--- config.mk ---
export PLATFORM = sky130hd
export DESIGN_NAME = bus_sequencer
export DESIGN_NICKNAME = d
export VERILOG_FILES = /design/src/rtl/bus_pkg.sv /design/src/rtl/mem_wait_timer.sv /design/src/rtl/bus_sequencer.sv
export SDC_FILE = /design/constraint.sdc
export NUM_CORES = 1
export LEC_CHECK = 0
export CORE_MARGIN = 2
export CORE_UTILIZATION = 55
export CTS_BUF_LIST = sky130_fd_sc_hd__clkbuf_8
export DETAILED_ROUTE_END_ITERATION = 6
export PLACE_DENSITY = 0.93
export SLEW_MARGIN = 0
export SYNTH_ARGS = -nofsm -noshare
export SYNTH_HDL_FRONTEND = slang
export SYNTH_SLANG_ARGS = --single-unit
--- constraint.sdc ---
create_clock -name clk -period 3.1 [get_ports clk]
set_input_delay 0.31 -clock clk [delete_from_list [all_inputs] [get_ports clk]]
set_output_delay 0.31 -clock clk [all_outputs]
set_load 0.05 [all_outputs]
--- src/rtl/bus_pkg.sv ---
// Shared definitions for the bus control-step sequencer and the datapath bus mux.
package bus_pkg;

    localparam int unsigned OP_NOP  = 0;
    localparam int unsigned OP_LD   = 1;
    localparam int unsigned OP_ST   = 2;
    localparam int unsigned OP_JMP  = 3;
    localparam int unsigned OP_HALT = 31;

    typedef enum logic [3:0] {
        S_T0,
        S_T1,
        S_T2,
        S_T3,
        S_LD_W,
        S_LD_R,
        S_ST_D,
        S_ST_W,
        S_HALT,
        S_FAULT
    } state_t;

    // One-hot bus source selects; the bus mux decodes the same codes.
    localparam int          BUS_W    = 5;
    localparam logic [4:0]  BUS_NONE = 5'b00000;
    localparam logic [4:0]  BUS_PC   = 5'b00001;
    localparam logic [4:0]  BUS_IR   = 5'b00010;
    localparam logic [4:0]  BUS_MAR  = 5'b00100;
    localparam logic [4:0]  BUS_MDR  = 5'b01000;
    localparam logic [4:0]  BUS_R0   = 5'b10000;

    // States in which a memory access is outstanding and mem_ready matters.
    function automatic logic is_wait_state(input state_t s);
        return (s == S_T1) || (s == S_LD_W) || (s == S_ST_W);
    endfunction

endpackage

--- src/rtl/mem_wait_timer.sv ---
// Counts cycles spent waiting for mem_ready and flags the last permitted one.
// MEM_TIMEOUT = 0 disables the timeout entirely.
module mem_wait_timer #(
    parameter int MEM_TIMEOUT = 16
) (
    input  logic clk,
    input  logic reset,
    input  logic waiting,
    input  logic ready,
    output logic expired
);

    localparam int CW = (MEM_TIMEOUT > 2) ? $clog2(MEM_TIMEOUT) : 1;
    localparam logic [CW-1:0] LAST = (MEM_TIMEOUT > 0) ? CW'(MEM_TIMEOUT - 1) : '0;

    logic [CW-1:0] count;

    // Clear while not waiting so every wait state starts from zero; never run past LAST.
    always_ff @(posedge clk) begin
        if (reset || !waiting) begin
            count <= '0;
        end else if (!ready && (count != LAST)) begin
            count <= count + CW'(1);
        end
    end

    // A ready in the final cycle wins over the timeout.
    assign expired = (MEM_TIMEOUT != 0) && waiting && !ready && (count == LAST);

endmodule

--- src/rtl/bus_sequencer.sv ---
// Control-step sequencer: fetch, decode and execute for NOP/LD/ST/JMP/HALT.
// Sole source of the bus out-enables; outputs are decoded from state, with
// mdr_in qualified by mem_ready in the memory read waits.
//
// state  | meaning
// -------+-----------------------------------------------
// T0     | PC onto bus, load MAR, increment PC
// T1     | fetch read wait, MDR loads from memory on ready
// T2     | MDR onto bus, load IR, count instruction
// T3     | decode ir_opcode
// LD_W   | LD read wait, MDR loads from memory on ready
// LD_R   | MDR onto bus, load R0
// ST_D   | R0 onto bus, load MDR from bus
// ST_W   | ST write wait
// HALT   | stopped by HALT until reset
// FAULT  | illegal opcode or memory timeout until reset
module bus_sequencer
    import bus_pkg::*;
#(
    parameter int OPW         = 5,
    parameter int MEM_TIMEOUT = 16,
    parameter int CNTW        = 32
) (
    input  logic            clk,
    input  logic            reset,
    input  logic [OPW-1:0]  ir_opcode,
    input  logic            mem_ready,
    output logic            pco,
    output logic            iro,
    output logic            maro,
    output logic            mdro,
    output logic            r0o,
    output logic            pc_in,
    output logic            ir_in,
    output logic            mar_in,
    output logic            mdr_in,
    output logic            r0_in,
    output logic            pc_inc,
    output logic            mdr_sel,
    output logic            mem_rd,
    output logic            mem_wr,
    output logic            halted,
    output logic            fault,
    output logic [CNTW-1:0] instr_count
);

    state_t            state;
    logic [CNTW-1:0]   instr_q;
    logic              waiting;
    logic              expired;
    logic [BUS_W-1:0]  bus_sel;

    assign waiting = is_wait_state(state);

    mem_wait_timer #(
        .MEM_TIMEOUT (MEM_TIMEOUT)
    ) u_timer (
        .clk     (clk),
        .reset   (reset),
        .waiting (waiting),
        .ready   (mem_ready),
        .expired (expired)
    );

    // State register, next-state decode and fetch counter.
    always_ff @(posedge clk) begin
        if (reset) begin
            state   <= S_T0;
            instr_q <= '0;
        end else begin
            case (state)
                S_T0: state <= S_T1;
                S_T1: begin
                    if (mem_ready)    state <= S_T2;
                    else if (expired) state <= S_FAULT;
                end
                S_T2: begin
                    state   <= S_T3;
                    instr_q <= instr_q + CNTW'(1);
                end
                S_T3: begin
                    if (ir_opcode == OPW'(OP_NOP))       state <= S_T0;
                    else if (ir_opcode == OPW'(OP_LD))   state <= S_LD_W;
                    else if (ir_opcode == OPW'(OP_ST))   state <= S_ST_D;
                    else if (ir_opcode == OPW'(OP_JMP))  state <= S_T0;
                    else if (ir_opcode == OPW'(OP_HALT)) state <= S_HALT;
                    else                                 state <= S_FAULT;
                end
                S_LD_W: begin
                    if (mem_ready)    state <= S_LD_R;
                    else if (expired) state <= S_FAULT;
                end
                S_LD_R: state <= S_T0;
                S_ST_D: state <= S_ST_W;
                S_ST_W: begin
                    if (mem_ready)    state <= S_T0;
                    else if (expired) state <= S_FAULT;
                end
                S_HALT:  state <= S_HALT;
                S_FAULT: state <= S_FAULT;
                default: state <= S_FAULT;
            endcase
        end
    end

    // Strobe decode; everything is forced low while reset is asserted so a
    // pending memory request is dropped in the reset cycle itself.
    always_comb begin
        bus_sel = BUS_NONE;
        pc_in   = 1'b0;
        ir_in   = 1'b0;
        mar_in  = 1'b0;
        mdr_in  = 1'b0;
        r0_in   = 1'b0;
        pc_inc  = 1'b0;
        mdr_sel = 1'b0;
        mem_rd  = 1'b0;
        mem_wr  = 1'b0;
        halted  = 1'b0;
        fault   = 1'b0;
        if (!reset) begin
            case (state)
                S_T0: begin
                    bus_sel = BUS_PC;
                    mar_in  = 1'b1;
                    pc_inc  = 1'b1;
                end
                S_T1, S_LD_W: begin
                    mem_rd  = 1'b1;
                    mdr_sel = 1'b1;
                    mdr_in  = mem_ready;
                end
                S_T2: begin
                    bus_sel = BUS_MDR;
                    ir_in   = 1'b1;
                end
                S_T3: begin
                    if (ir_opcode == OPW'(OP_LD) || ir_opcode == OPW'(OP_ST)) begin
                        bus_sel = BUS_IR;
                        mar_in  = 1'b1;
                    end else if (ir_opcode == OPW'(OP_JMP)) begin
                        bus_sel = BUS_IR;
                        pc_in   = 1'b1;
                    end
                end
                S_LD_R: begin
                    bus_sel = BUS_MDR;
                    r0_in   = 1'b1;
                end
                S_ST_D: begin
                    bus_sel = BUS_R0;
                    mdr_in  = 1'b1;
                end
                S_ST_W:  mem_wr = 1'b1;
                S_HALT:  halted = 1'b1;
                S_FAULT: fault  = 1'b1;
                default: fault  = 1'b1;
            endcase
        end
    end

    assign pco  = |(bus_sel & BUS_PC);
    assign iro  = |(bus_sel & BUS_IR);
    assign maro = |(bus_sel & BUS_MAR);
    assign mdro = |(bus_sel & BUS_MDR);
    assign r0o  = |(bus_sel & BUS_R0);

    assign instr_count = reset ? '0 : instr_q;

endmodule
# Word-level counts from Yosys, hierarchy flattened
# Cells that the tools add are included.
[word_totals] reg_bits=40 inputBits=8 output_inout_bits=48 elab_cells=71
[op_classes] n_reduce_logical=14 n_mux=38 addsub=2 eq_ne=14
[ops] cell="$pmux 4 s9" n=1
[ops] cell="$add 32x1->32 const B" n=1
[ops] cell="$mux 32" n=1
[ops] cell="$mux 4" n=8
[ops] cell="$mux 1" n=22
[ops] cell="$pmux 5 s4" n=1
[ops] cell="$eq 4x3->1 const B" n=4
[ops] cell="$eq 5x2->1 const B" n=2
[ops] cell="$reduce_or 9->1" n=1
[ops] cell="$eq 4x2->1 const B" n=2
[ops] cell="$eq 4x4->1 const B" n=2
[ops] cell="$eq 5x1->1 const B" n=1
[ops] cell="$eq 5x5->1 const B" n=1
[ops] cell="$logic_not 5->1" n=1
[ops] cell="$mux 5" n=1
[ops] cell="$add 4x1->4 const B" n=1
[ops] cell="$eq 4x1->1 const B" n=1
[ops] cell="$logic_not 4->1" n=1
[ops] cell="$logic_or 1x1->1" n=4
[ops] cell="$mux 2" n=2
[ops] cell="$ne 4x4->1 const B" n=1
[ops] cell="$pmux 1 s2" n=2
[ops] cell="$reduce_or 2->1" n=2
[ops] cell="$logic_and 1x1->1" n=3
[ops] cell="$logic_not 1->1" n=2

# Depth between registers and ports, before layout
[logic_depth] word_depth=8 ltp_mapped=7

# Modules after synthesis
# From an unflattened synthesis, not the netlist that was laid out.
[unflattened] hier_cells=302 hier_area_um2=2356.0
[by_module_without_submodules] mod="bus_sequencer" cells_per_inst=283 instances=1 area_per_inst_um2=2153.3
[by_module_without_submodules] mod="mem_wait_timer" cells_per_inst=19 instances=1 area_per_inst_um2=202.7

# Worst setup path after synthesis
# OpenSTA, ideal clock, no wires.
[synth_path] path_type="register to output" from="register state[3]" to="output mar_in" path_slack_ns=0.242 arrival_time_ns=2.548 n_path_buf=1 stages_incl_launch_ff=5 cell_sequence="dfxtp_1 -> clkbuf_1 -> nor3_1 -> nor3b_1 -> o21bai_1"
[synth_via] elab_chain_cells=3
[synth_lines] element="start: declaration" line_no="bus_sequencer.sv:47" rtl="state_t state;"
[synth_lines] element="start signal: assignment" line_no="bus_sequencer.sv:68" rtl="state <= S_T0;"
[synth_lines] element="start signal: assignment" line_no="bus_sequencer.sv:72" rtl="S_T0: state <= S_T1;"
[synth_lines] element="start signal: assignment" line_no="bus_sequencer.sv:74" rtl="if (mem_ready) state <= S_T2;"
[synth_lines] element="$eq 4x2->1 / $logic_not 4->1 (equally long branches)" line_no="bus_sequencer.sv:122" rtl="case (state)"
[synth_lines] element="$pmux 1 s2 (*)" line_no="bus_sequencer.sv:122"
[synth_lines] element="$mux 1 (*)" line_no="bus_sequencer.sv:121" rtl="if (!reset) begin"
[synth_lines] element="end: declaration" line_no="bus_sequencer.sv:35" rtl="output logic mar_in,"
# Every way passes the cells marked *; elsewhere a longest branch is shown, timed or not.

# Final worst setup path
[layout_path] from="register state[2]" to="output mdro"
[layout_via] elab_chain_cells=4
[layout_lines] element="$eq 4x3->1 / $eq 4x2->1 (equally long branches)" line_no="bus_sequencer.sv:122"
[layout_lines] element="$reduce_or 2->1 (no line)"
[layout_lines] element="$pmux 5 s4 (*)" line_no="bus_sequencer.sv:122"
[layout_lines] element="$mux 5 (*)" line_no="bus_sequencer.sv:121"
[layout_lines] element="end: declaration" line_no="bus_sequencer.sv:31" rtl="output logic mdro,"
# Marks and branches as above.

==> impl_results.md <==
- Run status: finished clean
- Initial antenna violation count: 0
- Family with the most delay on the worst path: buffers and inverters
- Switching power: 0.000288 W
- Power per Cell Area: 347 nW/um^2
- Logic pwr share: 12.9%
- Setup TNS: 0 ns
- VDD IR-drop max: 0.287 mV
- Reg2reg start: state[2]$_SDFF_PP0_
- CTS Hold Bufs: 0
- HP Start: reset
- Clock Path Buffers: 2
- Fin. Hold Viols: 0
- Non-filler cells in the finished layout: 405
- Clock Skew: 0.00708 ns
- Leakage power: 1.00 nW
- Multi-input logic area: 1450 um^2
- CP Max Fanout: 18
- Iteration-0 DRC Markers: 195
- CP bufs+invs: 1
- Chip Width: 69.3 um
- Main flop type after synthesis: dfxtp_1
- Switching Fraction: 27.9%
- R2R Path End: instr_q[16]$_SDFFE_PP0P_
- Max-Cap Viols: 0
- WL/cell: 14.4 um
- Gr usage total: 25.0%
- Die H: 69.3 um
- DRT Wirelength: 5850 um
- Tcrit/Tclk final: 90.2%
- IO Port Bufs: 54
- Fmax: 0.358 GHz
- Core Area: 4060 um^2
- Layout cells sized above 1: 5.63%
- Cell depth of the worst hold path: 4
- Clk_lat worst skew: 0.30 ns
- Synth Instances: 308
- Clk sink count: 40
- Adder-cell area share of the yosys netlist: 1.07%
- Most common cell after layout, fill and taps aside: nor2_1
- Warnings, synthesis: 0
- Register area: 802 um^2
- Setup violators final: 0
- Clk pin slew, worst setup/hold paths: 0.07 ns
- Max stage delay cell, worst path: clkdlybuf4s50_1
- Clock root buffer master: clkbuf_8
- Net Count, Synth: 318
- Cell area after synthesis: 2350 um^2
- FF+latch count, synth: 40
- Synth cell types: 43
- Async set-reset flop share out of synthesis: 0%
- Dpl hpwl: 4160 um
- Vias: 2361
- Worst rel slew slack: 45.2%
- Commonest cells after routing, fill and taps aside: nor2_1 (54), clkdlybuf4s50_1 (53), dfxtp_1 (39)
- TritonCTS buffer count: 5
- Full die area: 4800 um^2
- Drt via density: 5.83
- Syn_area_per_cell: 7.62 um^2
- Register area share after synthesis: 34.1%
- Reg2Reg Depth: 6
- Clock network fraction of total power: 35.4%
- DRT antenna net count: 0
- Number of setup buffers added after CTS: 0
- Inst Count DP: 397
- Vias in the first global route: 2123
- # fillers: 303
- Worst Tran Pin Value: 0.815 ns
- CTS tree: yes
- Synth Area in Simple Gates: 41.8%
- Crit end category: primary output
- Largest family of logic cells by synthesized area: simple AND/OR/NAND/NOR gates
- RSZ-0062 raised after global routing: no
- Ports: 56
- RD Place Congestion: 0.975
- Register-to-Register Setup Slack: 0.86 ns
- Starting density of the core: 57.8%
- Seq pwr share: 51.8%
- Hold Path Sink: u_timer.count[3]$_SDFFE_PP0P_
- FP Rows: 23
- H-tree depth: 2
- Arr. time, crit path: 2.48 ns
- CP cell instances: or4b_4 > o22ai_1 > clkdlybuf4s50_1
- XOR/XNOR Fraction of Synth Area: 10.8%
- Post-synth EDFFs: 0
- Internal: 0.000744 W
- # DRC: 0
- Post_cts resized: 0
- 1st-pass router iterations: 4
- Maximum number of pins on one net before global-route repair: 71
- HP Class: in2reg
- Ant diodes: 0
- CP startpoint kind: flop
- CP peak stage delay: 0.83 ns
- Nets: 364
- Tmin final: 2.79 ns
- Critical setup path kind: reg2out
- Gr ovfl total: 0
- Final slew viol count: 0
- First-pass GRT wire length: 9850 um
- Mux cell area share after synthesis: 0.853%
- Critical path data required time: 2.79 ns
- Area grow syn2layout: 26.7%
- Synth Area in Compound Gates: 6.93%
==> worst reg2reg max path, stage by stage (launching register included) <==
cell     delay, ns
dfxtp_1       0.50
or4b_4        0.68
nor2_2        0.10
buf_4         0.19
nand2_1       0.13
or4_1         0.50
nand2_1       0.08
==> area by class of cell <==
class	count	area share (%)
flip-flops and latches	40	27.0
multi-input cells	246	48.7
clock buffers	6	2.78
inverters	5	0.631
clock inverters	2	0.337
repair buffers	56	18.5
well taps	50	2.10
==> how the worst max path moves through the flow <==
stage                   startpoint      to  slack (ns)  cells after the start
3_5_place_dp          ir_opcode[4]  mar_in        0.46                      6
6_report       state[2]$_SDFF_PP0_    mdro        0.31                      3
4_1_cts        state[0]$_SDFF_PP0_  mdr_in        0.21                      5
2_1_floorplan  state[3]$_SDFF_PP0_  mar_in        0.24                      4
5_1_grt        state[2]$_SDFF_PP0_  mar_in        0.21                      4
3_3_place_gp          ir_opcode[4]  mar_in        0.48                      6
==> synth_stat cells (4+ instances only) <==
master	instances	share of area [%]
inv_1	5	0.80
a221oi_1	4	1.5
nand2b_1	4	1.1
nand4_1	19	5.1
nand2_1	21	3.4
a21oi_1	8	1.7
xor2_1	20	7.5
and3_1	4	1.1
o21ai_0	9	1.9
dfxtp_1	40	34
nor2_1	54	8.6
nor2b_1	30	8.0
clkbuf_1	11	1.8
nor3_1	12	2.6
xnor2_1	9	3.4
nand3_1	17	3.6
or3_1	6	1.6
==> power groups by stage <==
stage / clock network, W / registers [W] / logic, W
2_1_floorplan: 0 / 0.000536 / 0.000103
3_3_place_gp: 0 / 0.000545 / 0.000129
3_5_place_dp: 0 / 0.000546 / 0.000132
4_1_cts: 0.000371 / 0.000533 / 0.000132
5_1_grt: 0.000397 / 0.000536 / 0.000143
6_report: 0.000365 / 0.000534 / 0.000133
==> flip-flops by register name (all words and copies together) (netlist names) <==
signal and cells:
instr_q 32, u_timer.count 4, state 4
==> per-layer routing <==
metal / track usage [%] / vias up / wire length [um]
met3: 5.81 / 7 / 334
met5: 0 / - / 0
met4: 8.93 / 0 / 89
met1: 32.8 / 1132 / 2500
li1: - / 1145 / -
met2: 40.2 / 77 / 2920
==> metrics by stage <==
stage          hold slack [ns]  setup WS, ns  power [W]  utilization, %  area, um^2
2_1_floorplan            0.454         0.242   0.000639               -        2350
3_3_place_gp             0.469         0.476   0.000673            71.0        2880
3_5_place_dp             0.497         0.460   0.000678            71.0        2880
4_1_cts                  0.467         0.213    0.00104            73.2        2970
5_1_grt                  0.507         0.211    0.00107            73.3        2970
6_report                 0.485         0.305    0.00103            73.3        2970
==> cells by family (layout without fill, tap and decap cells) <==
| kind of cell | after synthesis | in the layout |
|---|---|---|
| compound gates | 27 | 27 |
| buf+inv | 22 | 69 |
| mux | 2 | 2 |
| flops | 40 | 40 |
| other cells | 1 | 1 |
| xor+xnor | 29 | 29 |
| simple gates | 185 | 185 |
| fa+ha+maj | 2 | 2 |
No activity file was read; power rests on OpenSTA's default activity.
